$ cat config.mk
export PLATFORM = sky130hd
export DESIGN_NAME = secuenciador_compuertas_flat
export DESIGN_NICKNAME = d
export VERILOG_FILES = /design/src/rtl/compuertas_pkg.sv /design/src/rtl/secuenciador_compuertas_if.sv /design/src/rtl/secuenciador_compuertas.sv /design/src/flat_wrapper.sv
export SDC_FILE = /design/constraint.sdc
export NUM_CORES = 1
export LEC_CHECK = 0
export ABC_AREA = 0
export CAP_MARGIN = 30
export CORE_MARGIN = 5
export CORE_UTILIZATION = 52
export DETAILED_ROUTE_END_ITERATION = 10
export HOLD_SLACK_MARGIN = 0.05
export PLACE_DENSITY = 0.79
export SETUP_SLACK_MARGIN = 0.3
export SLEW_MARGIN = 5
export SYNTH_ARGS = -nofsm -noshare
export SYNTH_HDL_FRONTEND = slang
export SYNTH_SLANG_ARGS = --single-unit
$ cat constraint.sdc
create_clock -name clk -period 2.7 [get_ports clk]
set_input_delay 0.675 -clock clk [delete_from_list [all_inputs] [get_ports clk]]
set_output_delay 0.675 -clock clk [all_outputs]
set_load 0.02 [all_outputs]
$ cat src/rtl/compuertas_pkg.sv
// Shared definitions for the gate-block self-test sequencer: function-select
// codes, FSM state encoding and the golden model of the 3-input gate selector.
package compuertas_pkg;

  localparam logic [2:0] SEL_AND  = 3'b001;
  localparam logic [2:0] SEL_OR   = 3'b010;
  localparam logic [2:0] SEL_XOR  = 3'b011;
  localparam logic [2:0] SEL_NAND = 3'b100;
  localparam logic [2:0] SEL_NOR  = 3'b101;
  localparam logic [2:0] SEL_XNOR = 3'b110;

  // Number of vectors in one sweep: 3 select bits plus 3 operand bits.
  localparam int unsigned NUM_VEC = 64;

  typedef enum logic [2:0] {
    StReposo,
    StAplica,
    StEspera,
    StCompara,
    StFin
  } estado_e;

  // Expected gate output; unused select codes (000/111) read as 0.
  function automatic logic modelo_compuerta(input logic [2:0] sel, input logic e1,
                                            input logic e2, input logic e3);
    logic y;
    case (sel)
      SEL_AND:  y = e1 & e2 & e3;
      SEL_OR:   y = e1 | e2 | e3;
      SEL_XOR:  y = e1 ^ e2 ^ e3;
      SEL_NAND: y = ~(e1 & e2 & e3);
      SEL_NOR:  y = ~(e1 | e2 | e3);
      SEL_XNOR: y = ~(e1 ^ e2 ^ e3);
      default:  y = 1'b0;
    endcase
    return y;
  endfunction

endpackage

$ cat src/rtl/secuenciador_compuertas_if.sv
// Bundle between the self-test sequencer and the gate block plus its control
// and result signals. master = sequencer side, slave = gate block / host side.
interface secuenciador_compuertas_if #(
  parameter int unsigned ERR_W = 7
);
  logic             inicio;
  logic             ent1;
  logic             ent2;
  logic             ent3;
  logic             act;
  logic [2:0]       sel;
  logic             sal_dut;
  logic             ocupado;
  logic             fin;
  logic             error;
  logic [ERR_W-1:0] cuenta_errores;
  logic             fallo_valido;
  logic [2:0]       fallo_sel;
  logic [2:0]       fallo_ent;

  modport master (
    input  inicio, sal_dut,
    output ent1, ent2, ent3, act, sel, ocupado, fin, error, cuenta_errores,
           fallo_valido, fallo_sel, fallo_ent
  );

  modport slave (
    output inicio, sal_dut,
    input  ent1, ent2, ent3, act, sel, ocupado, fin, error, cuenta_errores,
           fallo_valido, fallo_sel, fallo_ent
  );
endinterface

$ cat src/rtl/secuenciador_compuertas.sv
// Self-test sequencer for the 3-input gate selector. Walks all 64 {sel,ent}
// vectors, waits T_ESTAB cycles for the gate output to settle, compares it with
// the golden model and records error count and first failing vector.
module secuenciador_compuertas
  import compuertas_pkg::*;
#(
  parameter int unsigned T_ESTAB     = 2,
  parameter int unsigned ERR_W       = 7,
  parameter bit          MODO_PARADA = 1'b0
) (
  input  logic                      clk,
  input  logic                      reset,
  secuenciador_compuertas_if.master bus_io
);

  // Wait counter must hold T_ESTAB-1; keep at least one bit when T_ESTAB is 1.
  localparam int unsigned CntW = (T_ESTAB > 1) ? $clog2(T_ESTAB) : 1;
  localparam logic [CntW-1:0] EsperaCarga = CntW'(T_ESTAB - 1);
  localparam logic [5:0] IdxUltimo = 6'(NUM_VEC - 1);

  estado_e          estado_q, estado_d;
  logic [5:0]       idx_q, idx_d;
  logic [CntW-1:0]  espera_q, espera_d;
  logic [2:0]       sel_q, sel_d;
  logic [2:0]       ent_q, ent_d;
  logic             act_q, act_d;
  logic             error_q, error_d;
  logic [ERR_W-1:0] cuenta_q, cuenta_d;
  logic             fvalido_q, fvalido_d;
  logic [2:0]       fsel_q, fsel_d;
  logic [2:0]       fent_q, fent_d;
  logic             discrepa;

  // State and datapath registers; reset clears everything immediately.
  always_ff @(posedge clk or posedge reset) begin
    if (reset) begin
      estado_q  <= StReposo;
      idx_q     <= '0;
      espera_q  <= '0;
      sel_q     <= '0;
      ent_q     <= '0;
      act_q     <= 1'b0;
      error_q   <= 1'b0;
      cuenta_q  <= '0;
      fvalido_q <= 1'b0;
      fsel_q    <= '0;
      fent_q    <= '0;
    end else begin
      estado_q  <= estado_d;
      idx_q     <= idx_d;
      espera_q  <= espera_d;
      sel_q     <= sel_d;
      ent_q     <= ent_d;
      act_q     <= act_d;
      error_q   <= error_d;
      cuenta_q  <= cuenta_d;
      fvalido_q <= fvalido_d;
      fsel_q    <= fsel_d;
      fent_q    <= fent_d;
    end
  end

  // Next-state logic: sweep sequencing, settling wait and result capture.
  always_comb begin
    estado_d  = estado_q;
    idx_d     = idx_q;
    espera_d  = espera_q;
    sel_d     = sel_q;
    ent_d     = ent_q;
    act_d     = act_q;
    error_d   = error_q;
    cuenta_d  = cuenta_q;
    fvalido_d = fvalido_q;
    fsel_d    = fsel_q;
    fent_d    = fent_q;
    discrepa  = 1'b0;

    unique case (estado_q)
      StReposo: begin
        act_d = 1'b0;
        if (bus_io.inicio) begin
          error_d   = 1'b0;
          cuenta_d  = '0;
          fvalido_d = 1'b0;
          fsel_d    = '0;
          fent_d    = '0;
          idx_d     = '0;
          estado_d  = StAplica;
        end
      end

      StAplica: begin
        sel_d    = idx_q[5:3];
        ent_d    = idx_q[2:0];
        act_d    = 1'b1;
        espera_d = EsperaCarga;
        estado_d = StEspera;
      end

      StEspera: begin
        if (espera_q == '0) begin
          estado_d = StCompara;
        end else begin
          espera_d = espera_q - 1'b1;
        end
      end

      StCompara: begin
        // sel_q/ent_q are the vector currently presented to the gate block.
        discrepa = bus_io.sal_dut != modelo_compuerta(sel_q, ent_q[2], ent_q[1], ent_q[0]);
        if (discrepa) begin
          error_d = 1'b1;
          if (cuenta_q != {ERR_W{1'b1}}) begin
            cuenta_d = cuenta_q + 1'b1;
          end
          if (!fvalido_q) begin
            fvalido_d = 1'b1;
            fsel_d    = sel_q;
            fent_d    = ent_q;
          end
        end
        if (idx_q == IdxUltimo || (MODO_PARADA && discrepa)) begin
          act_d    = 1'b0;
          estado_d = StFin;
        end else begin
          idx_d    = idx_q + 6'd1;
          estado_d = StAplica;
        end
      end

      StFin: begin
        act_d    = 1'b0;
        estado_d = StReposo;
      end

      default: begin
        act_d    = 1'b0;
        estado_d = StReposo;
      end
    endcase
  end

  // Output drive: registered gate stimulus, status decoded from state.
  always_comb begin
    bus_io.ent1           = ent_q[2];
    bus_io.ent2           = ent_q[1];
    bus_io.ent3           = ent_q[0];
    bus_io.sel            = sel_q;
    bus_io.act            = act_q;
    bus_io.ocupado        = estado_q != StReposo;
    bus_io.fin            = estado_q == StFin;
    bus_io.error          = error_q;
    bus_io.cuenta_errores = cuenta_q;
    bus_io.fallo_valido   = fvalido_q;
    bus_io.fallo_sel      = fsel_q;
    bus_io.fallo_ent      = fent_q;
  end

endmodule

$ cat src/flat_wrapper.sv
// flat-port wrapper written by rule: the top's interface ports become plain ports
module secuenciador_compuertas_flat import compuertas_pkg::*;
#(
  parameter int unsigned T_ESTAB     = 2,
  parameter int unsigned ERR_W       = 7,
  parameter bit          MODO_PARADA = 1'b0
)
  (clk, reset, bus_io_inicio, bus_io_sal_dut, bus_io_ent1, bus_io_ent2, bus_io_ent3, bus_io_act, bus_io_sel, bus_io_ocupado, bus_io_fin, bus_io_error, bus_io_cuenta_errores, bus_io_fallo_valido, bus_io_fallo_sel, bus_io_fallo_ent);
  secuenciador_compuertas_if #(.ERR_W(ERR_W)) bus_io_i ();
  input  logic clk;
  input  logic reset;
  input wire logic [$bits(bus_io_i.inicio)-1:0] bus_io_inicio;
  input wire logic [$bits(bus_io_i.sal_dut)-1:0] bus_io_sal_dut;
  output wire logic [$bits(bus_io_i.ent1)-1:0] bus_io_ent1;
  output wire logic [$bits(bus_io_i.ent2)-1:0] bus_io_ent2;
  output wire logic [$bits(bus_io_i.ent3)-1:0] bus_io_ent3;
  output wire logic [$bits(bus_io_i.act)-1:0] bus_io_act;
  output wire logic [$bits(bus_io_i.sel)-1:0] bus_io_sel;
  output wire logic [$bits(bus_io_i.ocupado)-1:0] bus_io_ocupado;
  output wire logic [$bits(bus_io_i.fin)-1:0] bus_io_fin;
  output wire logic [$bits(bus_io_i.error)-1:0] bus_io_error;
  output wire logic [$bits(bus_io_i.cuenta_errores)-1:0] bus_io_cuenta_errores;
  output wire logic [$bits(bus_io_i.fallo_valido)-1:0] bus_io_fallo_valido;
  output wire logic [$bits(bus_io_i.fallo_sel)-1:0] bus_io_fallo_sel;
  output wire logic [$bits(bus_io_i.fallo_ent)-1:0] bus_io_fallo_ent;
  assign bus_io_i.inicio = bus_io_inicio;
  assign bus_io_i.sal_dut = bus_io_sal_dut;
  assign bus_io_ent1 = bus_io_i.ent1;
  assign bus_io_ent2 = bus_io_i.ent2;
  assign bus_io_ent3 = bus_io_i.ent3;
  assign bus_io_act = bus_io_i.act;
  assign bus_io_sel = bus_io_i.sel;
  assign bus_io_ocupado = bus_io_i.ocupado;
  assign bus_io_fin = bus_io_i.fin;
  assign bus_io_error = bus_io_i.error;
  assign bus_io_cuenta_errores = bus_io_i.cuenta_errores;
  assign bus_io_fallo_valido = bus_io_i.fallo_valido;
  assign bus_io_fallo_sel = bus_io_i.fallo_sel;
  assign bus_io_fallo_ent = bus_io_i.fallo_ent;
  secuenciador_compuertas #(.T_ESTAB(T_ESTAB), .ERR_W(ERR_W), .MODO_PARADA(MODO_PARADA)) u_core (.clk(clk), .reset(reset), .bus_io(bus_io_i));
endmodule
# Yosys cells after proc, flatten, opt, wreduce, memory -nomap -nowiden
# Cells that the tools add are included.
# word_totals
out_inout_bits	24
register_bits	31
# op_classes
eq_ne	20
muxes	27
n_reduce_logical	10
n_addsub	3
n_bitwise	10
# ops
op	count
3-bit two-way mux	8
7-bit two-way mux	3
7-bit one-hot mux with 2 select lines	1
3-bit by 2-bit equality test with 1-bit output, second input constant	4
3-bit equality test, second input constant	4
6-bit two-way mux	2
3-bit one-hot mux with 2 select lines	2
3-bit one-hot mux with 4 select lines	1
6-bit one-hot mux with 2 select lines	1
2-bit inequality test, second input constant	4
4-bit AND reduction	2
7-bit by 1-bit adder with 7-bit output, second input constant	1
7-bit inequality test, second input constant	1
6-bit by 1-bit adder with 6-bit output, second input constant	1
3-bit by 1-bit equality test with 1-bit output, second input constant	2
6-bit equality test, second input constant	1
2-bit by 1-bit inequality test with 1-bit output, second input constant	3
1-bit one-hot mux with 6 select lines	1
3-bit AND reduction	2
1-bit two-way mux	5
1-bit NOT	4
1-bit one-hot mux with 2 select lines	2
2-bit AND reduction	2
2-bit nonzero test	2
8 further kinds	11

# Logic depth before layout (Yosys ltp)
# Gate-level depths: netlist of run 1.
# depth
depth_word	8
depth_mapped	8
mapped_depth_nobuf	8

# Worst setup path after synthesis of run 1
# OpenSTA, ideal clock, no wires.
# synth_path
path_type	register to register
from	register u_core.ent_q[1]
to	register u_core.fent_q[0], in the netlist u_core.bus_io.fallo_ent[0]
t_required_ns	2.621
arrival_ns	2.136
path_buffers	0
path_stages_with_launch	9
path_slack_ns	0.485
synth_period_minus_slack_ns	2.215
path_cell_list	dfrtp_1 inv_1 ha_1 xor2_2 nor3_1 a31o_2 o21ai_2 a211oi_4 mux2i_1
# synth_between
elab_chain_len	8
# synth_lines
element	line_no	rtl
from (decl)	secuenciador_compuertas.sv:25	logic [2:0] ent_q, ent_d;
from (signal assigned)	secuenciador_compuertas.sv:53	ent_q <= ent_d;
1-bit XOR, or another cell as far along (2 in series)	compuertas_pkg.sv:30, compuertas_pkg.sv:33	
1-bit NOT (on tied branches)	compuertas_pkg.sv:33, compuertas_pkg.sv:31, compuertas_pkg.sv:32	
1-bit one-hot mux with 6 select lines (*)	compuertas_pkg.sv:27	case (sel)
1-bit two-way mux (*)	secuenciador_compuertas.sv:78	unique case (estado_q)
1-bit inequality test (*)	secuenciador_compuertas.sv:110	discrepa = bus_io.sal_dut != modelo_compuerta(sel_q, ent_q[2], ent_q[1], ent_q[0]);
2-bit by 1-bit inequality test with 1-bit output (no source line) (*)	-	
4-bit AND reduction (no source line) (*)	-	
to (signal assigned)	secuenciador_compuertas.sv:59	fent_q <= fent_d;
to (decl)	secuenciador_compuertas.sv:31	logic [2:0] fent_q, fent_d;
# Every way passes the cells marked *; elsewhere a longest branch is shown, timed or not. The select of a mux whose other input is x is not followed.
# A chain may end at the register's enable or synchronous reset.

# Worst setup path after layout of run 1
# Ends and elaborated chain as after synthesis.

==> reports/results.txt, run 1 <==
final instance area: 2050 um2
Critical Path RT: 2.97 ns
grt ovf: 0
yosys warns: 0
pin count of the biggest net entering global routing: 32
CTS tree: built
Max-cap violations: 0
# nets final: 210
routed len/inst: 14.9 um
Fin. Hold Viols: 0
Synth Register Bits: 31
CTS Root Cell: clkbuf_4
Port Buffers: 27
die width: 66.2 um
CP endpoint kind: register
Final period util: 84.3%
Slew Viols, Final: 0
fin crit period: 2.28 ns
drt pass-1 iters: 4
Syn Nets: 178
Final Wtd Congestion: 0.849
initial core utilization: 54.2%
fmax: 439 MHz
WL final: 3680 um
PwrDens: 501 nW/um2
critical path launch point type: register
detailed placement HPWL: 2700 um
Peak VDD IR: 0.311 mV
gr usage total: 19.7%
sequential area share after synthesis: 47.3%
first-pass GRT wire length: 6350 um
# hold bufs at CTS: 0
Place WS: 0.363 ns
top-area cell type share of the netlist area: 47.3%
Layout fillers: 246
Hold Crit Class: reg2reg
Setup TNS: 0 ns
status: completed
Hold Slack: 0.527 ns
DR DRC count: 0
worst setup margin: 0.424 ns
share of layout cells above drive strength 1: 12.3%
vias in the first global route: 1360
DRC violation total after the first TritonRoute iteration: 107
H-tree lvl count: 2
worst relative slew slack: 59.3%
clock sinks: 31
P&R area growth vs syn: 25.1%
routed vias/inst: 5.56
crit path DAT: 2.54 ns
WS Path Type: reg2reg
placed inst area: 1950 um2
Max FO, Critical Path: 5
# IOs: 28
Synth Area per Inst: 9.65 um2
CTS max path bufs: 2
worst-skew pair later-pin latency: 0.34 ns
Synth Cell Area: 1640 um2
die area: 4380 um2
core footprint: 3030 um2
Yosys top cell by area: dfrtp_1
initial antenna violation count: 0
final setup vio count: 0
Reg clk slew, reported paths: 0.10 ns
worst slew pin tran: 0.611 ns
vias: 1373
Post-Syn Instances: 170
Ant. Diodes: 0
Synth area leaders: dfrtp_1 47%, nand2_1 5.9%, mux2i_1 5.5%, and3_1 3.1%, ha_1 3.1%
Cell variety after synth: 37
Leak: 0.894 nW
total CTS buffers: 5
RSZ-0062 raised after global routing: yes
die height: 66.2 um
FP Rows: 20
Tot Pwr: 1.03 mW
Antenna Nets Post-Route: 0
clock skew: 0.0102 ns
==> synthesized netlist by cell type (all sizes together) <==
cell	number
mux2i	9
o221a	1
a2111oi	2
o221ai	1
nand3	8
a22oi	1
nor2	12
a21o	2
ha	4
o2111ai	1
inv	13
o21ai	11
and3	8
a211oi	2
a41o	1
mux2	1
a31oi	1
dfrtp	31
nand2b	2
a211o	2
and2	2
a31o	1
a21oi	6
buf	4
xnor2	1
a32o	1
o22a	1
nor3	4
nand4	5
xor2	4
clkbuf	2
nand2	26
==> routing by layer <==
metal	track usage, %	share of wire, %	wire [um]	vias to the layer above
met5	0	0	0	-
met4	10.4	2.3	86	0
met3	6.46	5.1	187	9
met2	31.4	50	1850	32
met1	23.4	42	1560	670
li1	-	-	-	662
==> layout by cell type, fill, tap and decap left out, types with 2 or more instances in the layout <==
master and instances:
dfrtp_2 3, mux2i_1 9, nor2_1 12, nand3_1 7, nor3_1 2, dlymetal6s2s_1 2
nand4_1 5, clkbuf_8 2, and2_1 2, buf_4 4, clkbuf_4 5, and3_1 8
o21ai_0 10, clkdlybuf4s50_1 25, ha_1 4, nor3_2 2, nand2b_1 2, a21oi_1 6
a21o_1 2, dfrtp_1 28, a211o_1 2, xor2_1 3, nand2_1 26, inv_1 13
==> kinds of logic (layout without fill, tap and decap cells) <==
| group | Yosys count | after routing | synth area share, % |
|---|---|---|---|
| AO/OA/AOI/OAI | 34 | 34 | 15.8 |
| XOR/XNOR | 5 | 5 | 3.13 |
| adder cells (fa/ha/maj) | 4 | 4 | 3.05 |
| buffers and inverters | 19 | 52 | 4.96 |
| flip-flops | 31 | 31 | 47.3 |
| multiplexers | 10 | 10 | 6.18 |
| AND/OR/NAND/NOR | 67 | 67 | 19.6 |
==> flip-flops by register name (all words and copies together), names as in the netlist <==
signal and count:
u_core.bus_io.cuenta_errores 7, u_core.bus_io.sel 3, u_core.bus_io.act 1, u_core.bus_io.fallo_sel 3, u_core.ent_q 3, u_core.bus_io.error 1
u_core.espera_q 1, u_core.bus_io.fallo_ent 3, u_core.estado_q 3, u_core.idx_q 6
==> worst paths after layout <==
path	from	to	slack [ns]	cells after the start
worst min-delay path	u_core.bus_io.fallo_ent[2]	u_core.bus_io.fallo_ent[2]	0.53	2
worst max-delay path	u_core.ent_q[1]	u_core.bus_io.fallo_ent[0]	0.42	9
max in group asynchronous	reset	u_core.estado_q[0]	1.69	3
worst min register to register	u_core.bus_io.fallo_ent[2]	u_core.bus_io.fallo_ent[2]	0.53	2
worst max register to register	u_core.ent_q[1]	u_core.bus_io.fallo_ent[0]	0.42	9
min in group asynchronous	reset	u_core.bus_io.cuenta_errores[5]	0.71	3
==> per-stage QoR <==
| step | cells | util (%) |
|---|---|---|
| 6_report | 247 | 67.8 |
| 3_5_place_dp | 237 | 64.3 |
| 5_1_grt | 247 | 67.8 |
| 4_1_cts | 245 | 66.8 |
| 2_1_floorplan | 170 | - |
| 3_3_place_gp | 237 | 64.3 |
==> worst max-delay path, stage by stage (launching register included) <==
cell,delay [ns]
dfrtp_1,0.38
inv_1,0.10
ha_1,0.34
xor2_2,0.18
nor3_2,0.20
a31o_2,0.19
o21ai_2,0.12
a211oi_4,0.31
buf_4,0.19
mux2i_1,0.19
==> what timing repair did <==
action | in CTS | in global routing
resized for setup | 2 | 6
pin swaps | 0 | 1
setup endpoints to repair | 1 | 9
buffers inserted | 0 | 2
==> power by group <==
part | switching (mW) | total, mW | internal, mW
logic | 0.0930 | 0.180 | 0.0874
registers | 0.0402 | 0.534 | 0.494
clock network | 0.161 | 0.314 | 0.153
total | 0.294 | 1.03 | 0.735
==> final cells by class <==
type,count,area [um2],share of cell area (%)
tap,44,55.1,2.68
inverter,13,48.8,2.38
clock buffer,8,68.8,3.35
sequential,31,779,38.0
multi-input combinational,120,795,38.7
timing repair buffer,31,305,14.9
Note: power is estimated with default switching activity, not from simulation.
==> run 2: changes to the inputs <==
Clock period 2.7 ns to 2.2 ns, I/O delays scaled along.
==> reports/results.txt, run 2 (synthesized netlist as in run 1, its figures left out) <==
CTS tree: built
worst-skew pair later-pin latency: 0.34 ns
initial antenna violation count: 0
CTS Root Cell: clkbuf_4
Peak VDD IR: 0.461 mV
# IOs: 28
met1 Use GR: 24.8%
P&R area growth vs syn: 40.6%
# nets final: 225
Slew Viols, Final: 0
fmax: 477 MHz
Final period util: 95.2%
Antenna Nets Post-Route: 0
most frequent cells in the layout: 26 x dfrtp_1, 25 x nand2_1, 17 x buf_4
CTS max path bufs: 2
status: completed
detailed placement HPWL: 2780 um
critical path launch point type: register
Final Wtd Congestion: 0.870
GRT met3 Usage: 4.93%
drt pass-1 iters: 4
placed inst area: 2030 um2
Max-cap violations: 0
part of the power in registers: 46.3%
switching share of power: 26.3%
# hold bufs at CTS: 0
DRC violation total after the first TritonRoute iteration: 151
clock skew: 0.00732 ns
PwrDens: 615 nW/um2
initial core utilization: 54.2%
combinational share of power: 14.2%
placed cells: 241
Reg clk slew, reported paths: 0.10 ns
M2 GR Usage: 36.6%
worst relative slew slack: 71.3%
clock group share of total power: 39.6%
pin count of the biggest net entering global routing: 32
Hold Crit Class: reg2reg
final instance area: 2310 um2
gr usage total: 21.2%
vias: 1515
routed len/inst: 16.3 um
fin cells: 262
commonest non-fill, non-tap cell in the layout: dfrtp_1
WL final: 4270 um
total CTS buffers: 5
WS Path Type: reg2reg
Port Buffers: 27
worst slew pin tran: 0.430 ns
Ant. Diodes: 0
Tot Pwr: 1.42 mW
Max FO, Critical Path: 4
vias in the first global route: 1472
final setup vio count: 0
die width: 66.2 um
Fin. Hold Viols: 0
die area: 4380 um2
max reg flops: 7
Internal: 1.04 mW
first-pass GRT wire length: 6910 um
routed vias/inst: 5.78
grt ovf: 0
FP Rows: 20
clock sinks: 31
Layout fillers: 199
RSZ-0062 raised after global routing: yes
Critical Path RT: 2.43 ns
Leak: 1.11 nW
busiest grt layer: met2
DR DRC count: 0
H-tree lvl count: 2
share of layout cells above drive strength 1: 24.8%
CP endpoint kind: register
P_sw: 0.373 mW
core footprint: 3030 um2
fin crit period: 2.10 ns
die height: 66.2 um
crit path DAT: 2.32 ns
run 2: metrics by stage:
stage,worst slack [ns],TNS (ns),hold slack (ns),util (%)
floorplan,0.156,0,0.483,-
global route,-0.00278,-0.00278,0.554,76.2
CTS,0.119,0,0.543,74.0
global placement,0.115,0,0.512,67.1
detailed placement,0.00644,0,0.521,67.1
finish,0.105,0,0.537,76.2
run 2: worst paths after layout:
path | start | end | slack [ns] | cells past startpoint
max in group asynchronous | reset | u_core.ent_q[2] | 1.33 | 3
max reg2reg | u_core.ent_q[1] | u_core.bus_io.cuenta_errores[5] | 0.10 | 9
min reg2reg | u_core.bus_io.fallo_sel[1] | u_core.bus_io.fallo_sel[1] | 0.54 | 2
min in group asynchronous | reset | u_core.bus_io.cuenta_errores[1] | 0.57 | 3
min | u_core.bus_io.fallo_sel[1] | u_core.bus_io.fallo_sel[1] | 0.54 | 2
max | u_core.ent_q[1] | u_core.bus_io.cuenta_errores[5] | 0.10 | 9
run 2: cell type report:
type                            instances  area, um2  area share, %
Clock buffer                            5       37.5           1.63
Clock inverter                          3       67.6           2.93
Inverter                               13       51.3           2.22
Multi-Input combinational cell        120        887           38.5
Sequential cell                        31        782           33.9
Tap cell                               44       55.1           2.39
Timing Repair Buffer                   46        425           18.4
run 2: what timing repair did:
action / CTS / global route
pin swaps: 4 / 5
endpoints found under the setup margin: 27 / 24
buffers inserted: 10 / 3
resized for setup: 27 / 20
run 2: power groups by stage:
stage               Sequential, mW  Clock (mW)  Combinational (mW)
global route                 0.663       0.599               0.224
CTS                          0.652       0.569               0.203
floorplan                    0.703           0              0.0759
finish                       0.656       0.561               0.201
detailed placement           0.665           0               0.226
global placement             0.663           0               0.221
run 2: metal layers:
layer	up-vias	share of wire [%]
met2	67	51
li1	688	-
met1	744	38
met5	-	0
met3	16	7.2
met4	0	3.3
run 2: critical path: stages (launching register included):
cell     delay (ns)
dfrtp_2        0.39
inv_2          0.06
ha_4           0.28
xor2_4         0.22
nor3_4         0.08
a31oi_4        0.17
buf_4          0.15
nand4_1        0.14
and3_4         0.23
a211o_1        0.26
